File: src/rtl/eth_preamble_ifg_tx.sv
// eth_preamble_ifg_tx
//
// Wraps an Ethernet frame (payload + FCS, supplied by the CRC stage) with a
// preamble of PREAMBLE_LEN 0x55 bytes and an 0xD5 SFD. After each frame it
// enforces IFG_BYTES idle cycles before the next frame may start. Drives a
// byte-wide GMII-style transmit interface.
//
// Parameters:
//   IFG_BYTES    idle cycles after each frame (1..255)
//   PREAMBLE_LEN number of 0x55 bytes before the SFD (1..7)
//
// Ports:
//   clk, rst          clock; asynchronous active-high reset
//   in_sof/in_vld/in_data/in_eof/in_rdy
//                     upstream byte stream; a byte moves on in_vld && in_rdy.
//                     Upstream holds its inputs stable while in_vld && !in_rdy.
//   gmii_txd/gmii_tx_en/gmii_tx_er
//                     registered transmit byte, enable and error
//   tx_busy           high whenever the state machine is not idle
//   frame_done        one-cycle pulse on the last inter-frame-gap cycle
//
// Build option:
//   ETH_TX_UNDERRUN_ERR_EN  when defined, an upstream underrun during the
//                           frame body is flagged with one tx_er cycle before
//                           the gap; otherwise the frame simply ends and
//                           gmii_tx_er is tied low.

module eth_preamble_ifg_tx #(
    parameter int IFG_BYTES    = 12,
    parameter int PREAMBLE_LEN = 7
) (
    input  logic       clk,
    input  logic       rst,
    input  logic       in_sof,
    input  logic       in_vld,
    input  logic [7:0] in_data,
    input  logic       in_eof,
    output logic       in_rdy,
    output logic [7:0] gmii_txd,
    output logic       gmii_tx_en,
    output logic       gmii_tx_er,
    output logic       tx_busy,
    output logic       frame_done
);

    typedef enum logic [2:0] {
        IDLE = 3'd0,
        PRE  = 3'd1,
        SFD  = 3'd2,
        DATA = 3'd3,
        IFG  = 3'd4
    } state_t;

    localparam logic [2:0] PRE_LAST = 3'(PREAMBLE_LEN - 1);
    localparam logic [7:0] IFG_LAST = 8'(IFG_BYTES - 1);
    localparam logic [7:0] PRE_BYTE = 8'h55;
    localparam logic [7:0] SFD_BYTE = 8'hD5;

    // The state names the decision being made this cycle; its result lands in
    // the output registers at the next edge. So the IDLE cycle that sees SOF
    // already loads the first preamble byte, and the SFD state loads 0xD5
    // while DATA accepts the first frame byte one cycle later, which keeps
    // tx_en free of holes.
    state_t     state_reg,   state_next;
    logic [2:0] pre_cnt_reg, pre_cnt_next;   // preamble bytes already loaded
    logic [7:0] ifg_cnt_reg, ifg_cnt_next;   // gap cycles already loaded
    logic [7:0] txd_reg,     txd_next;
    logic       tx_en_reg,   tx_en_next;
    logic       done_reg,    done_next;
`ifdef ETH_TX_UNDERRUN_ERR_EN
    logic       tx_er_reg,   tx_er_next;
`endif

    always_ff @(posedge clk or posedge rst) begin
        if (rst) begin
            state_reg   <= IDLE;
            pre_cnt_reg <= 3'd0;
            ifg_cnt_reg <= 8'd0;
            txd_reg     <= 8'h00;
            tx_en_reg   <= 1'b0;
            done_reg    <= 1'b0;
`ifdef ETH_TX_UNDERRUN_ERR_EN
            tx_er_reg   <= 1'b0;
`endif
        end else begin
            state_reg   <= state_next;
            pre_cnt_reg <= pre_cnt_next;
            ifg_cnt_reg <= ifg_cnt_next;
            txd_reg     <= txd_next;
            tx_en_reg   <= tx_en_next;
            done_reg    <= done_next;
`ifdef ETH_TX_UNDERRUN_ERR_EN
            tx_er_reg   <= tx_er_next;
`endif
        end
    end

    always_comb begin
        state_next   = state_reg;
        pre_cnt_next = pre_cnt_reg;
        ifg_cnt_next = ifg_cnt_reg;
        txd_next     = 8'h00;
        tx_en_next   = 1'b0;
        done_next    = 1'b0;
        in_rdy       = 1'b0;
`ifdef ETH_TX_UNDERRUN_ERR_EN
        tx_er_next   = 1'b0;
`endif

        case (state_reg)
            IDLE: begin
                // Bytes without SOF are leftovers of a truncated frame: eat them.
                in_rdy = in_vld && !in_sof;
                if (in_vld && in_sof) begin
                    txd_next     = PRE_BYTE;
                    tx_en_next   = 1'b1;
                    pre_cnt_next = 3'd1;
                    state_next   = (PREAMBLE_LEN == 1) ? SFD : PRE;
                end
            end

            PRE: begin
                txd_next     = PRE_BYTE;
                tx_en_next   = 1'b1;
                pre_cnt_next = pre_cnt_reg + 3'd1;
                if (pre_cnt_reg == PRE_LAST) begin
                    state_next = SFD;
                end
            end

            SFD: begin
                txd_next     = SFD_BYTE;
                tx_en_next   = 1'b1;
                pre_cnt_next = 3'd0;
                state_next   = DATA;
            end

            DATA: begin
                in_rdy = 1'b1;
                if (in_vld) begin
                    txd_next   = in_data;
                    tx_en_next = 1'b1;
                    if (in_eof) begin
                        ifg_cnt_next = 8'd0;
                        state_next   = IFG;
                    end
                end else begin
                    // Underrun: the frame cannot continue.
`ifdef ETH_TX_UNDERRUN_ERR_EN
                    tx_en_next = 1'b1;
                    tx_er_next = 1'b1;
`endif
                    ifg_cnt_next = 8'd0;
                    state_next   = IFG;
                end
            end

            IFG: begin
                if (ifg_cnt_reg == IFG_LAST) begin
                    done_next    = 1'b1;
                    ifg_cnt_next = 8'd0;
                    state_next   = IDLE;
                end else begin
                    ifg_cnt_next = ifg_cnt_reg + 8'd1;
                end
            end

            default: begin
                state_next = IDLE;
            end
        endcase

        if (rst) begin
            in_rdy = 1'b0;
        end
    end

    assign gmii_txd   = txd_reg;
    assign gmii_tx_en = tx_en_reg;
    assign frame_done = done_reg;
    assign tx_busy    = (state_reg != IDLE);
`ifdef ETH_TX_UNDERRUN_ERR_EN
    assign gmii_tx_er = tx_er_reg;
`else
    assign gmii_tx_er = 1'b0;
`endif

endmodule

File: config.mk
export PLATFORM = sky130hd
export DESIGN_NAME = eth_preamble_ifg_tx
export DESIGN_NICKNAME = d
export VERILOG_FILES = /design/src/rtl/eth_preamble_ifg_tx.sv
export SDC_FILE = /design/constraint.sdc
export NUM_CORES = 1
export LEC_CHECK = 0
export ABC_CLOCK_PERIOD_IN_PS = 2200
export CAP_MARGIN = 20
export CELL_PAD_IN_SITES_DETAIL_PLACEMENT = 1
export CELL_PAD_IN_SITES_GLOBAL_PLACEMENT = 1
export CORE_MARGIN = 2
export CORE_UTILIZATION = 37
export DETAILED_ROUTE_END_ITERATION = 16
export PLACE_DENSITY_LB_ADDON = 0.12
export SETUP_SLACK_MARGIN = 0.1
export SLEW_MARGIN = 15
export SYNTH_ARGS = -nofsm -noshare
export SYNTH_HDL_FRONTEND = slang
export SYNTH_SLANG_ARGS = --single-unit
File: constraint.sdc
create_clock -name clk -period 2.2 [get_ports clk]
set_clock_uncertainty 0.2 [all_clocks]
set_input_delay 0.44 -clock clk [delete_from_list [all_inputs] [get_ports clk]]
set_output_delay 0.44 -clock clk [all_outputs]
set_load 0.05 [all_outputs]
==> results.toml, run 1 <==
[placed_design]
dpl_cell_area_um2 = 1600
placedCellCount = 205
io_buffer_count = 24
gp_congestion = 0.749
dp_hpwl_um = 2330

[floorplan]
core_um2 = 3100
die_area_um2 = 3780
io_pins = 26
fp.dieW_um = 61.5
initial_core_util_pct = 39.4
fp-row-count = 20
dieHeight_um = 61.5

[layout]
drive_above_1_share_pct = 17.8
final_area_um2 = 1690
antennaDiodeCount = 0
fin_cells = 213
synthToLayoutAreaGrowth_pct = 38.2
final_util_pct = 54.5
nNetsFinal = 187

[route]
routed_via_density = 5.07
drt-initial-drc-count = 45
detail-route-antenna-nets = 0
routed_wl_um = 3190
route.vias.total = 1079
drc = 0
wire_per_inst_um = 15.0
drt_first_pass_iters = 4

[power]
seqPwrFrac_pct = 35.1
p_per_area_nw_per_um2 = 1130
p_comb_share_pct = 52.3
internal_power_mw = 1.06
switching_power_mw = 0.844
pwr-share-clk_pct = 12.7
peakVddDrop_uv = 616
p_leak_nw = 0.801
switching_share_pct = 44.2

[synth]
ys_warn_count = 0
synth_cell_types = 34
synth_edf_count = 0
synth.cell_area_um2 = 1220
synth_cells = 135
synth.avg_cell_area_um2 = 9.06
async_flop_share_pct = 100
syn_nets = 152
synth_seq_area_share_pct = 49.1
synth_ff_type = "dfrtp_1"
ys_seq_elements = 24

[grt]
grt_max_degree = 18
grt_overflow = 0
grt_pass1_vias = 1157
grt_pass1_wl_um = 5400
track_usage_pct = 19.7
antenna_found_initial = 0

[sta]
setup_viol = 0
hold_ws_ns = 0.262
rsz0062_at_grt = "true"
min_period_ns = 2.15
fmax_mhz = 466
hold_violations = 0
slew_violations = 0
period_share_pct = 97.5
fin_tns_setup_ns = 0

[critical_path]
startpoint = "in_sof"
endpoint_kind = "output pin"
rr_startpoint = "state_reg[0]"
start_kind = "primary input"
critPathArrivalTime_ns = 1.51
cp_max_fo = 2
worstSetupPathType = "in -> out"
required_ns = 1.56

[flow_run]
max-cap-violations = 0

[clocking]
clk_path_buf_depth = 2
cts_buffers = 3
cts_tree = "built"
cts_max_level = 1
clock-sinks = 24
cts_root_buf = "clkbuf_4"
hold_buffers = 0
clk_pin_slew_ns = 0.14
clk_latency_ns = 0.32

[status]
outcome = "complete, no violations"

[hold_path]
hp-class = "in -> async"
==> layout by cell type (no fill, tap or decap), drive strengths merged, types with 2 or more instances in the layout <==
cell           instances
o21ai                  7
a31oi                  3
or4                    2
dlygate4sd2           10
nor2                   8
a211oi                 2
clkbuf                 4
a21oi                 16
o31ai                  2
or3                    3
a22o                   2
nand2                 27
clkdlybuf4s50         11
a21o                   3
buf                   15
and3                   4
inv                    6
nor3                   2
ha                     4
dfrtp                 24
==> stage by stage <==
step	worst slack, ns	power [mW]
6_report	0.0548	1.91
5_1_grt	-0.0183	2.06
4_1_cts	0.0378	1.88
3_5_place_dp	-0.159	1.63
3_3_place_gp	-0.0672	1.58
2_1_floorplan	0.174	1.28
==> kinds of logic (layout without fill, tap and decap cells) <==
logic type               Yosys count  count (layout)  synth area share [%]
flip-flops                        24              24                  49.1
AND/OR/NAND/NOR                   55              55                  22.5
other                              1               1                 0.306
buffers and inverters             13              47                  4.70
adder cells (fa/ha/maj)            4               4                  4.09
multiplexers                       2               2                  1.74
AO/OA/AOI/OAI                     36              36                  17.6
==> power groups by stage <==
stage	Combinational, mW	Sequential, mW	Clock, mW
after floorplan	0.471	0.808	0
after global placement	0.921	0.661	0
after detailed placement	0.958	0.673	0
after CTS	0.964	0.669	0.251
after global routing	1.09	0.690	0.276
final	0.998	0.669	0.242
==> layer usage <==
metal | GRT usage (%) | wire [um] | part of all wire [%] | vias up
li1 | - | - | - | 530
met1 | 25.3 | 1500 | 47 | 528
met2 | 33.4 | 1570 | 49 | 17
met3 | 3.57 | 78 | 2.4 | 4
met4 | 6.38 | 44 | 1.4 | 0
met5 | 0 | 0 | 0 | -
==> worst max-delay path, cell delays in order <==
cell	delay, ns
clkdlybuf4s50_1	0.41
nand3b_1	0.21
a211oi_4	0.27
buf_12	0.17
==> Yosys cell counts (2+ instances only) <==
cell | count | share of area (%)
nand2_1 | 27 | 8.3
dfrtp_1 | 24 | 49
a21oi_1 | 15 | 6.1
nor2_1 | 8 | 2.5
o21ai_0 | 7 | 2.9
inv_1 | 6 | 1.8
and3_1 | 4 | 2.0
clkbuf_1 | 4 | 1.2
ha_1 | 4 | 4.1
a21o_1 | 3 | 1.8
a31oi_1 | 3 | 1.5
or3_1 | 3 | 1.5
a211oi_1 | 2 | 1.2
a22o_1 | 2 | 1.4
buf_4 | 2 | 1.2
nor3_1 | 2 | 0.82
o31ai_1 | 2 | 1.2
==> layout make-up <==
class / instances / area, um^2
sequential: 24 / 603
tap: 44 / 55.1
timing repair buffer: 37 / 368
clock buffer: 4 / 36.3
inverter: 6 / 22.5
multi-input combinational: 98 / 607
fill: 378 / 1410
==> worst paths after layout <==
kind | endpoint | slack [ns] | cells past startpoint
setup / recovery | in_rdy | 0.05 | 4
hold / removal | gmii_txd[2] | 0.26 | 2
setup reg to reg | ifg_cnt_reg[7] | 0.22 | 5
hold reg to reg | ifg_cnt_reg[1] | 0.39 | 1
max in group asynchronous | state_reg[1] | 1.11 | 3
min in group clk | ifg_cnt_reg[1] | 0.39 | 1
==> what timing repair did <==
item / 4_1_cts / 5_1_grt
gates resized for setup: 16 / 5
endpoints found under the setup margin: 12 / 6
pin swaps: 1 / 1
setup buffers: 1 / 3
Note: power is estimated with default switching activity, not from simulation.
==> run 2, diff against run 1 <==
--- a/config.mk
+++ b/config.mk
@@ -9,6 +9,7 @@
 export CAP_MARGIN = 20
 export CELL_PAD_IN_SITES_DETAIL_PLACEMENT = 1
 export CELL_PAD_IN_SITES_GLOBAL_PLACEMENT = 1
+export CORE_ASPECT_RATIO = 0.75
 export CORE_MARGIN = 2
 export CORE_UTILIZATION = 37
 export DETAILED_ROUTE_END_ITERATION = 16
==> run 2 against run 1 <==
Die area increased by 0.12%. Largest cell class is now registers. Total power grew 9.8%. Utilization shrank 0.51 points. Worst setup slack better by 0.057 ns. Clock-buffer cell count fell by 1. Final cell count is 0.47% lower. Global-route usage down 0.27 points. Critical path type is now reg -> out.
==> results.toml, run 2 (synthesis results as in run 1) <==
[status]
outcome = "complete, no violations"

[layout]
synthToLayoutAreaGrowth_pct = 42.1
nNetsFinal = 190
seq_area_um2 = 603
multi_input_area_um2 = 592
fin_cells = 212
antennaDiodeCount = 0
final_common_cell = "nand2_1"
nFillCells = 376
final_cell_mix = "nand2_1, dfrtp_1, clkdlybuf4s50_1, a21oi_1, buf_4"
drive_above_1_share_pct = 18.0
final_area_um2 = 1740
final_util_pct = 54.0

[placed_design]
placedCellCount = 206
dp_hpwl_um = 2590
io_buffer_count = 24
dpl_cell_area_um2 = 1630
gp_congestion = 0.808
place_ws_ns = -0.156

[route]
routed_wl_um = 3400
routed_via_density = 5.31
wire_per_inst_um = 16.0
route.vias.total = 1126
drc = 0
detail-route-antenna-nets = 0
drt_first_pass_iters = 4
drt-initial-drc-count = 49

[sta]
postLayoutSetupSlackWorst_ns = 0.111
period_share_pct = 94.9
slew_violations = 0
fin_tns_setup_ns = 0
rsz0062_at_grt = "true"
setup_viol = 0
min_period_ns = 2.09
hold_ws_ns = 0.365
tightest_slew_ns = 0.517
maxSlewHeadroom_pct = 65.5
hold_violations = 0
fmax_mhz = 479

[floorplan]
io_pins = 26
core_um2 = 3220
die_area_um2 = 3790
dieHeight_um = 53.8
fp-row-count = 18
fp.dieW_um = 70.4
initial_core_util_pct = 38.0

[critical_path]
critPathArrivalTime_ns = 1.45
required_ns = 1.56
endpoint_kind = "output pin"
cpPeakStageDelay_ns = 0.46
critical_path.cell_chain = "nor2_4 -> nand3b_1 -> a211oi_4 -> buf_12"
start_kind = "register"
cpMaxStageDelayCell = "dfrtp_2"
worstSetupPathType = "reg -> out"
cp_max_fo = 6

[clocking]
cts_max_level = 1
clk_pin_slew_ns = 0.08
cts_root_buf = "clkbuf_8"
cts_buffers = 3
clock-sinks = 24
hold_buffers = 0
clk_path_buf_depth = 2
cts_tree = "built"
clk_latency_ns = 0.27

[grt]
grt_pass1_vias = 1103
antenna_found_initial = 0
grt_pass1_wl_um = 5520
grt_max_degree = 16
track_usage_pct = 19.4
grt_overflow = 0

[power]
pwr-share-clk_pct = 18.3
p_leak_nw = 0.859
switching_share_pct = 40.6
p_comb_share_pct = 49.5
peakVddDrop_uv = 768
switching_power_mw = 0.851
p_per_area_nw_per_um2 = 1200
seqPwrFrac_pct = 32.2
finalPower_mw = 2.10
internal_power_mw = 1.24

[hold_path]
hp-class = "reg -> reg"

[flow_run]
max-cap-violations = 0
## run 2: cell count changes in the layout (fill, tap and decap cells not counted), sizes merged
cell,change
clkdlybuf4s50,+5
dlymetal6s2s,+3
bufinv,+1
dlygate4sd2,-8
clkbuf,-1
buf,+3
## run 2: layout make-up
class | instances | share of cell area (%)
flip-flops and latches | 24 | 34.7
multi-input cells | 98 | 34.0
repair buffers | 40 | 23.0
well taps | 40 | 2.88
clock buffers | 3 | 2.37
clock inverters | 1 | 1.73
inverters | 6 | 1.29
## run 2: final timing paths
kind                       slack, ns  cells after the start            from             end
hold reg to reg                 0.36                      2  pre_cnt_reg[1]  pre_cnt_reg[1]
max in group asynchronous       0.97                      3             rst    state_reg[1]
hold / removal                  0.36                      2  pre_cnt_reg[1]  pre_cnt_reg[1]
setup / recovery                0.11                      4    state_reg[1]          in_rdy
min in group asynchronous       0.38                      2             rst     gmii_txd[4]
setup reg to reg                0.33                      4    state_reg[2]  ifg_cnt_reg[7]
## run 2: worst max-delay path: cells and delay by family (launching register included)
kind	cells	cell delay, ns
flops	1	0.46
compound gates	1	0.29
simple gates	2	0.25
buf+inv	1	0.17
## run 2: timing repair
action / 4_1_cts / 5_1_grt
buffers inserted: 0 / 2
pin swaps: 2 / 2
resized for setup: 5 / 6
setup endpoints to repair: 1 / 10
gates cloned: 0 / 0
## run 2: power groups by stage
stage	Clock, mW	Sequential [mW]	Combinational (mW)
2_1_floorplan	0	0.808	0.471
3_3_place_gp	0	0.654	0.974
3_5_place_dp	0	0.668	1.01
4_1_cts	0.397	0.667	1.02
5_1_grt	0.435	0.692	1.12
6_report	0.384	0.674	1.04
## run 2: layer usage
metal	GRT usage (%)	routed length, um	vias up
met5	0	0	-
met4	2.88	12	0
met3	4.68	177	2
met2	32.9	1630	36
met1	26.2	1580	551
li1	-	-	537
